[config.mk]
export PLATFORM = sky130hd
export DESIGN_NAME = key_conditioner
export DESIGN_NICKNAME = d
export VERILOG_FILES = /design/src/rtl/key_conditioner_pkg.sv /design/src/rtl/key_conditioner_channel.sv /design/src/rtl/key_conditioner.sv
export SDC_FILE = /design/constraint.sdc
export NUM_CORES = 1
export LEC_CHECK = 0
export BUFFER_PORTS_ARGS = -buffer_cell sky130_fd_sc_hd__buf_2
export CORE_MARGIN = 3
export CORE_UTILIZATION = 25
export CTS_CLUSTER_SIZE = 16
export DETAILED_ROUTE_END_ITERATION = 10
export PLACE_DENSITY = 0.44
export SLEW_MARGIN = 15
export SYNTH_ARGS = -nofsm -noshare
export SYNTH_HDL_FRONTEND = slang
export SYNTH_HIERARCHICAL = 1
export SYNTH_SLANG_ARGS = --single-unit
export TNS_END_PERCENT = 20
[constraint.sdc]
create_clock -name clk100_i -period 2.11 [get_ports clk100_i]
set_input_delay 0.211 -clock clk100_i [delete_from_list [all_inputs] [get_ports clk100_i]]
set_output_delay 0.211 -clock clk100_i [all_outputs]
set_load 0.03 [all_outputs]
[src/rtl/key_conditioner_pkg.sv]
// key_conditioner_pkg: shared channel state encoding and counter sizing helper
package key_conditioner_pkg;

    // Bit 1 of the state is the debounced level; bit 0 marks a pending change.
    typedef enum logic [1:0] {
        RELEASED   = 2'b00,
        CONF_PRESS = 2'b01,
        HELD       = 2'b10,
        CONF_REL   = 2'b11
    } key_state_e;

    // Width able to hold the values 0..n-1, never narrower than one bit.
    function automatic int cnt_w(input int n);
        return (n < 3) ? 1 : $clog2(n);
    endfunction

endpackage

[src/rtl/key_conditioner_channel.sv]
// key_conditioner_channel: synchroniser, debounce FSM and auto-repeat for one key
module key_conditioner_channel
    import key_conditioner_pkg::*;
#(
    parameter int DEBOUNCE_CYCLES = 500_000,
    parameter int HOLD_CYCLES     = 25_000_000,
    parameter int REPEAT_CYCLES   = 5_000_000,
    parameter bit REPEAT_EN       = 1'b1
) (
    input  logic clk_i,
    input  logic rst_i,
    input  logic key_i,
    output logic level_o,
    output logic press_o,
    output logic release_o,
    output logic repeat_o
);

    localparam int DEB_W = cnt_w(DEBOUNCE_CYCLES);
    localparam int REP_W = cnt_w((HOLD_CYCLES > REPEAT_CYCLES) ? HOLD_CYCLES : REPEAT_CYCLES);
    localparam logic [DEB_W-1:0] DEB_LAST  = DEB_W'(DEBOUNCE_CYCLES - 1);
    localparam logic [REP_W-1:0] HOLD_LAST = REP_W'(HOLD_CYCLES - 1);
    localparam logic [REP_W-1:0] REP_LAST  = REP_W'(REPEAT_CYCLES - 1);

    logic             s1_q, s2_q;
    key_state_e       state_q, state_d;
    logic [DEB_W-1:0] deb_cnt_q, deb_cnt_d;
    logic [REP_W-1:0] rep_cnt_q, rep_cnt_d;
    logic             first_q, first_d;
    logic             press_q, release_q, repeat_q;
    logic             level, diff, accept, rep_fire;

    assign level    = state_q[1];
    assign diff     = s2_q != level;
    assign accept   = diff && (deb_cnt_q == DEB_LAST);
    assign rep_fire = (state_q == HELD) && (rep_cnt_q == (first_q ? REP_LAST : HOLD_LAST));

    // Next state: debounce count, confirm/accept transitions, repeat timing
    always_comb begin
        deb_cnt_d = (diff && !accept) ? deb_cnt_q + 1'b1 : '0;
        state_d   = accept ? (s2_q ? HELD : RELEASED)
                  : diff   ? (level ? CONF_REL : CONF_PRESS)
                  :          (level ? HELD : RELEASED);
        rep_cnt_d = (accept && s2_q) ? '0
                  : rep_fire         ? '0
                  : (state_q == HELD) ? rep_cnt_q + 1'b1
                  :                    rep_cnt_q;
        first_d   = (accept && s2_q) ? 1'b0 : (rep_fire ? 1'b1 : first_q);
    end

    // Channel registers; all outputs come straight from flops
    always_ff @(posedge clk_i or posedge rst_i) begin
        if (rst_i) begin
            s1_q      <= 1'b0;
            s2_q      <= 1'b0;
            state_q   <= RELEASED;
            deb_cnt_q <= '0;
            rep_cnt_q <= '0;
            first_q   <= 1'b0;
            press_q   <= 1'b0;
            release_q <= 1'b0;
            repeat_q  <= 1'b0;
        end else begin
            s1_q      <= ~key_i;
            s2_q      <= s1_q;
            state_q   <= state_d;
            deb_cnt_q <= deb_cnt_d;
            rep_cnt_q <= rep_cnt_d;
            first_q   <= first_d;
            press_q   <= accept && s2_q;
            release_q <= accept && !s2_q;
            repeat_q  <= REPEAT_EN && rep_fire;
        end
    end

    assign level_o   = state_q[1];
    assign press_o   = press_q;
    assign release_o = release_q;
    assign repeat_o  = repeat_q;

endmodule

[src/rtl/key_conditioner.sv]
// key_conditioner: debounced level and press/release/repeat pulses for active-low keys
module key_conditioner
    import key_conditioner_pkg::*;
#(
    parameter int NUM_KEYS        = 2,
    parameter int DEBOUNCE_CYCLES = 500_000,
    parameter int HOLD_CYCLES     = 25_000_000,
    parameter int REPEAT_CYCLES   = 5_000_000,
    parameter bit REPEAT_EN       = 1'b1
) (
    input  logic                clk100_i,
    input  logic                rst_i,
    input  logic [NUM_KEYS-1:0] key_i,
    output logic [NUM_KEYS-1:0] key_level_o,
    output logic [NUM_KEYS-1:0] key_press_o,
    output logic [NUM_KEYS-1:0] key_release_o,
    output logic [NUM_KEYS-1:0] key_repeat_o
);

    for (genvar g = 0; g < NUM_KEYS; g++) begin : g_ch
        key_conditioner_channel #(
            .DEBOUNCE_CYCLES(DEBOUNCE_CYCLES),
            .HOLD_CYCLES    (HOLD_CYCLES),
            .REPEAT_CYCLES  (REPEAT_CYCLES),
            .REPEAT_EN      (REPEAT_EN)
        ) u_ch (
            .clk_i    (clk100_i),
            .rst_i    (rst_i),
            .key_i    (key_i[g]),
            .level_o  (key_level_o[g]),
            .press_o  (key_press_o[g]),
            .release_o(key_release_o[g]),
            .repeat_o (key_repeat_o[g])
        );
    end

endmodule

==> results of run 1 <==
power breakdown:
part / internal, mW / leakage [nW] / switching [mW]
Sequential: 2.01 / 1.43 / 0.0127
Combinational: 0.0275 / 0.916 / 0.0662
Clock: 1.05 / 0.159 / 0.749
cell families after synthesis:
kind of cell / after synthesis / synth area share [%]
adders and majority gates: 4 / 0.928
buffers and inverters: 42 / 4.36
AOI/OAI and AO/OA: 78 / 10.7
muxes: 4 / 0.788
and+or+nand+nor: 246 / 27.2
xor gates and xnor gates: 48 / 7.79
DFF: 104 / 48.2
per-stage QoR:
step	total power [mW]	hold slack (ns)
6_report	3.91	0.350
5_1_grt	4.07	0.365
4_1_cts	3.98	0.353
3_5_place_dp	2.15	0.288
3_3_place_gp	2.15	0.276
2_1_floorplan	2.12	0.270
timing repair:
item,4_1_cts,5_1_grt
setup endpoints to repair,0,28
endpoints found under the hold margin,46,0
hold buffers,3,0
resized for setup,0,4
layout by cell type, fill, tap and decap left out, types with 3 or more instances in the layout:
| cell type | instances |
|---|---|
| and4_2 | 3 |
| nor4b_1 | 4 |
| dlygate4sd3_1 | 3 |
| or3_1 | 14 |
| and2_1 | 4 |
| and4_1 | 9 |
| nand4_1 | 34 |
| buf_4 | 27 |
| nor4_1 | 8 |
| or4_1 | 20 |
| nor3_1 | 24 |
| a211oi_1 | 28 |
| xor2_1 | 36 |
| dfrtp_1 | 104 |
| o21ai_0 | 14 |
| o31ai_1 | 22 |
| and3_1 | 8 |
| nand3_1 | 26 |
| nand2_1 | 30 |
| clkbuf_16 | 9 |
| nor2_1 | 32 |
| inv_1 | 16 |
| a21oi_1 | 8 |
| buf_2 | 11 |
| xnor2_1 | 12 |
| clkbuf_8 | 4 |
| ha_1 | 4 |
per-layer routing:
metal	vias up	part of all wire, %	GRT usage [%]
met1	2043	49	14.2
met2	37	48	17.0
li1	2035	-	-
met3	14	1.5	1.70
met5	-	0	0
met4	0	1.9	4.45
path summary, 6_finish.rpt:
check,slack [ns],end,cells past startpoint,startpoint
max,0.12,g_ch[0].u_ch/rep_cnt_q[23],6,g_ch[0].u_ch/rep_cnt_q[0]
min,0.35,g_ch[0].u_ch/s2_q,0,g_ch[0].u_ch/s1_q
max reg2reg,0.12,g_ch[0].u_ch/rep_cnt_q[23],6,g_ch[0].u_ch/rep_cnt_q[0]
min reg2reg,0.35,g_ch[0].u_ch/s2_q,0,g_ch[0].u_ch/s1_q
max in group asynchronous,1.01,g_ch[0].u_ch/rep_cnt_q[13],4,rst_i
min in group asynchronous,0.44,g_ch[1].u_ch/deb_cnt_q[0],3,rst_i
layout make-up:
cell class,count,area share [%]
Clock buffer,14,4.55
Clock inverter,2,0.561
Inverter,18,1.08
Multi-Input combinational cell,380,41.3
Sequential cell,104,41.7
Tap cell,275,5.51
Timing Repair Buffer,44,5.29
registers in the layout (all words and copies together) (netlist names):
name                 cells
g_ch.u_ch/repeat_o       2
g_ch.u_ch/s1_q           2
g_ch.u_ch/release_o      2
g_ch.u_ch/s2_q           2
g_ch.u_ch/deb_cnt_q     38
g_ch.u_ch/press_o        2
g_ch.u_ch/state_q        4
g_ch.u_ch/first_q        2
g_ch.u_ch/rep_cnt_q     50
==> qor.yml, run 1 <==
cells_and_area:
  drive_above_1_share_pct: 14.2
  final_cells: 837
  area_growth_pct: 15.7
  multi_input_area_um2: 2580
  utilization_pct: 29.6
  fill_cells: 2218
  nNetsFinal: 565
  finish.instance_area_um2: 6240
  regArea_um2: 2600
  antenna_cells: 0
floorplanning:
  die_height_um: 153
  start_util_pct: 25.6
  core_region_area_um2: 21100
  rows: 53
  die_width_um: 153
  io-pin-count: 12
  die_area_um2: 23400
synth:
  synth.most_common_cell: "dfrtp_1"
  ys_types: 46
  syn-num-nets: 534
  synthesis.area_um2: 5400
  synthesis.instances: 526
  synth_top_area_share_pct: 48.2
  avgSynthCellArea_um2: 10.3
  synthArstFlopShare_pct: 100
  yosysTopAreaCell: "dfrtp_1"
  synthFlopType: "dfrtp_1"
  synth-seq-cells: 104
  ys_top_cells_by_area: "dfrtp_1 48%, xor2_1 5.8%, nand4_1 3.9%, a211oi_1 3.9%, o31ai_1 3.1%"
  synth_seq_area_share_pct: 48.2
  synth_edf_count: 0
  synthTopCellsByCount: "104 x dfrtp_1, 36 x xor2_1, 34 x nand4_1, 32 x nor2_1, 30 x nand2_1"
  yosysWarningCount: 6
setup_path:
  crit_required_ns: 2.33
  critPathSlowestCell: "dfrtp_1"
  critPathKind: "flop to flop"
  critPathArrivalTime_ns: 2.21
  crit_family: "simple AND/OR/NAND/NOR gates"
  critPathLaunchType: "flop"
  crit_buf_inv: 1
  slowest_delay_ns: 0.38
  cp_cell_sequence: "ha_1 > and4b_2 > nand4_1 > a2111oi_4 > buf_6 > a211oi_1"
  cp_max_fo: 15
  crit_path_end_kind: "flop"
power_and_ir_drop:
  power_density_nw_per_um2: 627
  leakage_nw: 2.51
  ir_drop_mv: 0.331
timing:
  hold_viol_final: 0
  clock-skew-final_ns: 0.00686
  min_period_ns: 1.99
  fin_tns_setup_ns: 0
  grt_setup_unrepaired: "true"
  finalCritPeriodShare_pct: 94.4
  slew_headroom_pct: 63.4
  worst_pin_slew_ns: 0.549
  fmax_ghz: 0.502
  drv_slew: 0
  fin_ws_ns: 0.118
  setup_viol: 0
routing:
  first_pass_iters: 4
  drt_iter0_markers: 229
  drcViolationCount: 0
  routed_wirelength_mm: 11.8
  wl_per_cell_um: 14.2
  vias: 4129
  postRouteAntennaNets: 0
  via_per_inst: 4.93
place:
  gp_congestion: 0.810
  portBuffers: 11
  dp_slack_ns: 0.0875
  placed_cell_area_um2: 5880
  dp.final_hpwl_mm: 8.22
  dpl.cell_count: 818
clock_network:
  clk_pin_slew_worst_paths_ns: 0.07
  numCtsBuffers: 9
  htreeDepth: 3
  post_cts_buffers: 0
  cts_buffer_depth: 2
  cts_sinks: 104
  clkLatencyLatePin_ns: 0.35
  cts_tree: "done"
  cts-root-buf: "clkbuf_16"
global_route:
  grt_use_total_pct: 10.6
  grt_pass1_wl_mm: 20.8
  grt_max_degree: 27
  first_global_vias: 4128
  grt-ovfl-total: 0
  grt_antenna_before_repair: 0
worst_hold_path:
  min_path_type: "flop to flop"
flow_run:
  drv_cap: 0
status:
  outcome: "complete, no violations"
No activity file was read; power rests on OpenSTA's default activity.
==> inputs of run 2 (changes only) <==
ABC_AREA = 1   (was not set)
==> run 2 against run 1 <==
Clock skew grew 0.0016 ns. Cell count up 43%. Critical endpoint is now g_ch[1].u_ch/rep_cnt_q[20]. Design area grew 12%. Largest cell class is now multi-input combinational cells. Largest power group unchanged. Sequential power about the same. Total power rose by 3.6%. Area after synthesis up 14%.
==> qor.yml, run 2 <==
global_route:
  grt_use_total_pct: 12.1  # +1.6 points
  grt-ovfl-total: 0  # unchanged
  grt_pass1_wl_mm: 26.2  # +26%
  grt_max_degree: 31  # +15%
  first_global_vias: 5260  # +27%
  grt_antenna_before_repair: 0  # unchanged
cells_and_area:
  final_cells: 1194  # +43%
  finish.instance_area_um2: 7010  # +12%
  area_growth_pct: 13.8
  fill_cells: 2624  # +18%
  drive_above_1_share_pct: 9.71  # -4.5 points
  nNetsFinal: 878  # +55%
  regArea_um2: 2600  # unchanged
  antenna_cells: 0  # unchanged
  final_cell_mix: "196 x nand2_1, 190 x nor2_1, 104 x dfrtp_1"
  top_regs: "g_ch.u_ch/rep_cnt_q: 50 flops, g_ch.u_ch/deb_cnt_q: 38 flops, g_ch.u_ch/state_q: 4 flops"
  largest_reg_flops: 50  # unchanged
  largest-register: "g_ch.u_ch/rep_cnt_q"
  multi_input_area_um2: 3080  # +20%
  layout.cells.most_common: "nand2_1"
place:
  dp.final_hpwl_mm: 11.1  # +35%
  dpl.cell_count: 1175  # +44%
  portBuffers: 11  # unchanged
  gp_congestion: 0.823  # +1.6%
  placed_cell_area_um2: 6650  # +13%
setup_path:
  regToRegSetupSlack_ns: 0.36  # +0.25 ns
  cpMostUsedCell: "nand2_1"
  crit_buf_inv: 1  # unchanged
  critPathLaunchType: "flop"
  critPathSlowestCell: "dfrtp_1"
  crit_family: "simple AND/OR/NAND/NOR gates"
  cp_cell_sequence: "ha_1 > nand3_1 > nor2_2 > nand2_1 > a21oi_1 > nand2_1 > nand2_1 > buf_12 > nor2_1"
  critPathKind: "flop to flop"
  cp-startpoint: "g_ch[1].u_ch/rep_cnt_q[0]"
  critPathArrivalTime_ns: 1.99  # -0.22 ns
  crit_path_end_kind: "flop"
  slowest_delay_ns: 0.38  # about the same
  r2r_start: "g_ch[1].u_ch/rep_cnt_q[0]"
  cp_max_fo: 20  # +5
  crit_required_ns: 2.35  # +0.02 ns
floorplanning:
  die_area_um2: 26600  # +14%
  rows: 56  # +5.7%
  io-pin-count: 12  # unchanged
  die_width_um: 163  # +6.6%
  die_height_um: 163  # +6.6%
  start_util_pct: 25.9  # +0.30 points
  core_region_area_um2: 23800  # +13%
routing:
  postRouteAntennaNets: 0  # unchanged
  via_per_inst: 4.33  # -12%
  drcViolationCount: 0  # unchanged
  wl_per_cell_um: 12.4  # -12%
  vias: 5166  # +25%
  drt_iter0_markers: 255  # +11%
  first_pass_iters: 5  # +1
  routed_wirelength_mm: 14.8  # +25%
worst_hold_path:
  hp-start: "g_ch[0].u_ch/s1_q"
  min_path_type: "flop to flop"
synth:
  ys_types: 27  # -41%
  yosysWarningCount: 6  # unchanged
  avgSynthCellArea_um2: 7.27  # -29%
  synth_top_family_by_area: "simple AND/OR/NAND/NOR gates"
  synth-compound-area-share_pct: 2.44  # -8.2 points
  synthesis.area_um2: 6170  # +14%
  synth-xor-area-share_pct: 6.82  # -0.97 points
  syn-num-nets: 856  # +60%
  synthArstFlopShare_pct: 100  # unchanged
  synthAdderAreaFrac_pct: 0.812  # -0.12 points
  synthesis.instances: 848  # +61%
  synth.most_common_cell: "nand2_1"
  yosysTopAreaCell: "dfrtp_1"
  synthSimpleGateAreaFrac_pct: 39.9  # +13 points
  synth.area.mux_share_pct: 0  # -0.79 points
  synthFlopType: "dfrtp_1"
  ys_top_cells_by_area: "dfrtp_1 42%, nand2_1 12%, nor2_1 12%, inv_1 6.1%, xor2_1 4.5%"
  synth-seq-cells: 104  # unchanged
  synth_top_area_share_pct: 42.2  # -6.0 points
  synth_edf_count: 0  # unchanged
  synthTopCellsByCount: "196 x nand2_1, 190 x nor2_1, 104 x dfrtp_1, 100 x inv_1, 54 x nand3_1"
  synth_seq_area_share_pct: 42.2  # -6.0 points
clock_network:
  htreeDepth: 3  # unchanged
  cts_resized: 0  # unchanged
  cts-root-buf: "clkbuf_16"
  cts_tree: "done"
  cts_buffer_depth: 2  # unchanged
  clk_pin_slew_worst_paths_ns: 0.07  # about the same
  post_cts_buffers: 0  # unchanged
  cts_sinks: 104  # unchanged
  clkLatencyLatePin_ns: 0.35  # about the same
  numCtsBuffers: 9  # unchanged
timing:
  hold_ws_ns: 0.352  # +0.00129 ns
  grt_setup_unrepaired: "false"
  fmax_ghz: 0.573  # +14%
  slew_headroom_pct: 63.2  # -0.19 points
  clock-skew-final_ns: 0.00848  # +0.00163 ns
  fin_tns_setup_ns: 0  # unchanged
  min_period_ns: 1.75  # -0.246 ns
  worst_pin_slew_ns: 0.551  # +0.00279 ns
  drv_slew: 0  # unchanged
  finalCritPeriodShare_pct: 82.8  # -12 points
  hold_viol_final: 0  # unchanged
  setup_viol: 0  # unchanged
flow_run:
  drv_cap: 0  # unchanged
power_and_ir_drop:
  leakage_nw: 3.21  # +28%
  ir_drop_mv: 0.387  # +17%
  power_density_nw_per_um2: 578  # -7.8%
status:
  outcome: "complete, no violations"
==> run 2: where the power goes <==
part / total, mW / internal [mW] / switching (mW) / leakage, nW
Sequential: 2.02 / 2.01 / 0.0151 / 1.43
Clock: 1.94 / 1.16 / 0.779 / 0.162
Combinational: 0.0961 / 0.0259 / 0.0701 / 1.62
Total: 4.05 / 3.19 / 0.864 / 3.21
==> run 2: worst reg2reg max path, cell delays in order, from the launching register on <==
cell     delay (ns)
dfrtp_1        0.38
ha_1           0.18
nand3_1        0.15
nor2_2         0.22
nand2_1        0.09
a21oi_1        0.16
nand2_1        0.10
nand2_1        0.11
buf_12         0.17
nor2_1         0.07
==> run 2: final cells by class <==
cell class | count | share of cell area (%)
clock buffers | 10 | 3.26
multi-input cells | 626 | 43.9
inverters | 104 | 5.57
well taps | 319 | 5.69
repair buffers | 25 | 2.93
clock inverters | 6 | 1.53
flip-flops and latches | 104 | 37.1
==> run 2: cells by family (layout without fill, tap and decap cells) <==
kind of cell               count (synthesis)  in the layout
and+or+nand+nor                          546            546
buffers and inverters                    118            145
DFF                                      104            104
xor gates and xnor gates                  48             48
AOI/OAI and AO/OA                         28             28
adders and majority gates                  4              4
==> run 2: through the flow <==
stage               power, mW  setup WS [ns]  utilization [%]
global route             4.23          0.123             29.4
global placement         2.16          0.373             27.9
floorplan                2.12          0.611                -
finish                   4.05          0.364             29.4
detailed placement       2.16          0.357             27.9
CTS                      4.15          0.346             29.4
==> run 2: final timing paths <==
path,depth (start not counted),to
max,9,g_ch[1].u_ch/rep_cnt_q[20]
min,0,g_ch[0].u_ch/s2_q
max reg2reg,9,g_ch[1].u_ch/rep_cnt_q[20]
min reg2reg,0,g_ch[0].u_ch/s2_q
max in group asynchronous,4,g_ch[1].u_ch/rep_cnt_q[14]
min in group asynchronous,3,g_ch[1].u_ch/deb_cnt_q[18]
==> run 2: metal layers <==
| layer | up-vias | global-route usage [%] | share of wire, % |
|---|---|---|---|
| li1 | 2686 | - | - |
| met1 | 2414 | 17.2 | 52 |
| met2 | 52 | 19.0 | 45 |
| met3 | 14 | 1.55 | 1.7 |
| met4 | 0 | 4.38 | 1.6 |
| met5 | - | 0 | 0 |
==> run 2: what timing repair did <==
action | 4_1_cts | 5_1_grt
endpoints found under the setup margin | 0 | 0
hold buffers | 3 | 0
hold endpoints to repair | 43 | 0
==> inputs of run 3 (changes only) <==
PLACE_DENSITY = 0.43   (was 0.44)
clock period = 1.7 ns   (was 2.11 ns; I/O delays follow)
==> run 3 against run 2 <==
Global-route usage about the same. Worst setup slack got worse by 0.29 ns. Via count increased by 2.1%. Highest routed layer unchanged.
==> qor.yml, run 3 (synthesized netlist as in run 2, its figures left out) <==
floorplanning:
  die_width_um: 163  # unchanged
  core_region_area_um2: 23800  # unchanged
  io-pin-count: 12  # unchanged
  die_height_um: 163  # unchanged
  rows: 56  # unchanged
  die_area_um2: 26600  # unchanged
  start_util_pct: 25.9  # unchanged
global_route:
  grt_pass1_wl_mm: 26.2  # unchanged
  grtUsageMet2_pct: 19.3  # +0.34 points
  grt.busiest_layer: "met2"
  grt_max_degree: 53  # +71%
  grtUsageMet3_pct: 2.21  # +0.66 points
  grt_antenna_before_repair: 0  # unchanged
  grt_use_total_pct: 12.1  # about the same
  grt-ovfl-total: 0  # unchanged
  first_global_vias: 5230  # -0.57%
  grtUsageMet1_pct: 17.1  # -0.080 points
routing:
  first_pass_iters: 5  # unchanged
  postRouteAntennaNets: 0  # unchanged
  vias: 5277  # +2.1%
  wl_per_cell_um: 12.4  # -0.50%
  routed_wirelength_mm: 15.2  # +2.2%
  via_per_inst: 4.30  # -0.52%
  drcViolationCount: 0  # unchanged
  drt_iter0_markers: 292  # +15%
timing:
  hold_viol_final: 0  # unchanged
  drv_slew: 0  # unchanged
  slew_headroom_pct: 68.7  # +5.5 points
  fmax_ghz: 0.614  # +7.2%
  min_period_ns: 1.63  # -0.117 ns
  finalCritPeriodShare_pct: 95.8  # +13 points
  clock-skew-final_ns: 0.0111  # +0.00266 ns
  hold_ws_ns: 0.360  # +0.00827 ns
  setup_viol: 0  # unchanged
  worst_pin_slew_ns: 0.469  # -0.0826 ns
  fin_ws_ns: 0.0713  # -0.293 ns
  fin_tns_setup_ns: 0  # unchanged
  grt_setup_unrepaired: "true"
clock_network:
  clkLatencyLatePin_ns: 0.36  # about the same
  htreeDepth: 3  # unchanged
  cts_tree: "done"
  cts_sinks: 104  # unchanged
  clk_pin_slew_worst_paths_ns: 0.08  # about the same
  numCtsBuffers: 9  # unchanged
  cts-root-buf: "clkbuf_16"
  cts_buffer_depth: 2  # unchanged
cells_and_area:
  multi_input_area_um2: 3210  # +4.1%
  antenna_cells: 0  # unchanged
  fill_cells: 2655  # +1.2%
  largest_reg_flops: 50  # unchanged
  drive_above_1_share_pct: 15.2  # +5.5 points
  nNetsFinal: 910  # +3.6%
  regArea_um2: 2600  # about the same
  layout.cells.most_common: "nand2_1"
  top_regs: "g_ch.u_ch/rep_cnt_q: 50 flops, g_ch.u_ch/deb_cnt_q: 38 flops, g_ch.u_ch/state_q: 4 flops"
  final_cell_mix: "195 x nand2_1, 182 x nor2_1, 103 x dfrtp_1"
  final_cells: 1226  # +2.7%
  area_growth_pct: 20.4
  largest-register: "g_ch.u_ch/rep_cnt_q"
place:
  dp.final_hpwl_mm: 11.2  # +1.1%
  dpl.cell_count: 1200  # +2.1%
  portBuffers: 11  # unchanged
  dp_slack_ns: -0.0109  # -0.368 ns
  gp_congestion: 0.828  # +0.53%
setup_path:
  crit_family: "simple AND/OR/NAND/NOR gates"
  critPathSlowestCell: "dfrtp_1"
  critPathLaunchType: "flop"
  cp_cell_sequence: "ha_2 > nand3_2 > buf_4 > inv_1 > nand3_4 > nor2_4 > nand2_1 > o21bai_1 > nand2_1 > nor2_1"
  cpMostUsedCell: "nand2_1"
  critPathArrivalTime_ns: 1.92  # -0.07 ns
  crit_path_end_kind: "flop"
  critPathKind: "flop to flop"
  slowest_delay_ns: 0.39  # about the same
  crit_required_ns: 1.99  # -0.36 ns
  crit_buf_inv: 2  # +1
  cp_max_fo: 4  # -80%
power_and_ir_drop:
  power_density_nw_per_um2: 674  # +17%
  leakage_nw: 3.39  # +5.4%
  ir_drop_mv: 0.440  # +14%
flow_run:
  drv_cap: 0  # unchanged
worst_hold_path:
  min_path_type: "flop to flop"
status:
  outcome: "complete, no violations"
-- run 3: cell types whose count changed in the layout (fill, tap and decap cells not counted), moves of 2 or more --
cell,delta
buf_12,+2
buf_4,+28
ha_1,-3
ha_4,+2
inv_6,+2
nand3_1,-3
nand3_4,+3
nor2_1,-8
nor2_2,+4
nor2_4,+4
nor3_1,-2
nor3_2,+2
-- run 3: layer usage --
layer	up-vias	part of all wire, %
li1	2760	-
met1	2466	51
met2	41	46
met3	10	2.0
met4	0	1.0
met5	-	0
-- run 3: report_power, final --
part,total (mW),switching (mW),internal (mW)
Clock,2.35,1.01,1.34
Sequential,2.51,0.0158,2.49
Combinational,0.145,0.0973,0.0477
-- run 3: through the flow --
stage	power (mW)	util (%)	cell area, µm²
2_1_floorplan	2.63	-	6170
6_report	5.00	31.2	7420
4_1_cts	5.11	30.3	7220
5_1_grt	5.22	31.2	7420
3_5_place_dp	2.70	28.8	6860
3_3_place_gp	2.70	28.8	6860
-- run 3: path summary, 6_finish.rpt --
kind | start | depth (start not counted) | endpoint | slack (ns)
max in group asynchronous | rst_i | 4 | g_ch[0].u_ch/state_q[1] | 0.84
hold reg to reg | g_ch[0].u_ch/s1_q | 0 | g_ch[0].u_ch/s2_q | 0.36
min in group asynchronous | rst_i | 3 | g_ch[0].u_ch/deb_cnt_q[17] | 0.39
setup reg to reg | g_ch[0].u_ch/rep_cnt_q[0] | 10 | g_ch[0].u_ch/rep_cnt_q[18] | 0.07
hold / removal | g_ch[0].u_ch/s1_q | 0 | g_ch[0].u_ch/s2_q | 0.36
setup / recovery | g_ch[0].u_ch/rep_cnt_q[0] | 10 | g_ch[0].u_ch/rep_cnt_q[18] | 0.07
-- run 3: final cells by class --
class / count / share of cell area, %
Multi-Input combinational cell: 626 / 43.2
Sequential cell: 104 / 35.1
Timing Repair Buffer: 57 / 6.63
Tap cell: 319 / 5.38
Inverter: 104 / 5.26
Clock buffer: 10 / 3.22
Clock inverter: 6 / 1.21
-- run 3: what timing repair did --
item / CTS / global route
hold buffers: 3 / 0
endpoints found under the hold margin: 71 / 0
pin swaps: 0 / 10
setup endpoints to repair: 4 / 54
cloned: 0 / 1
resized for setup: 1 / 30
setup buffers: 0 / 6
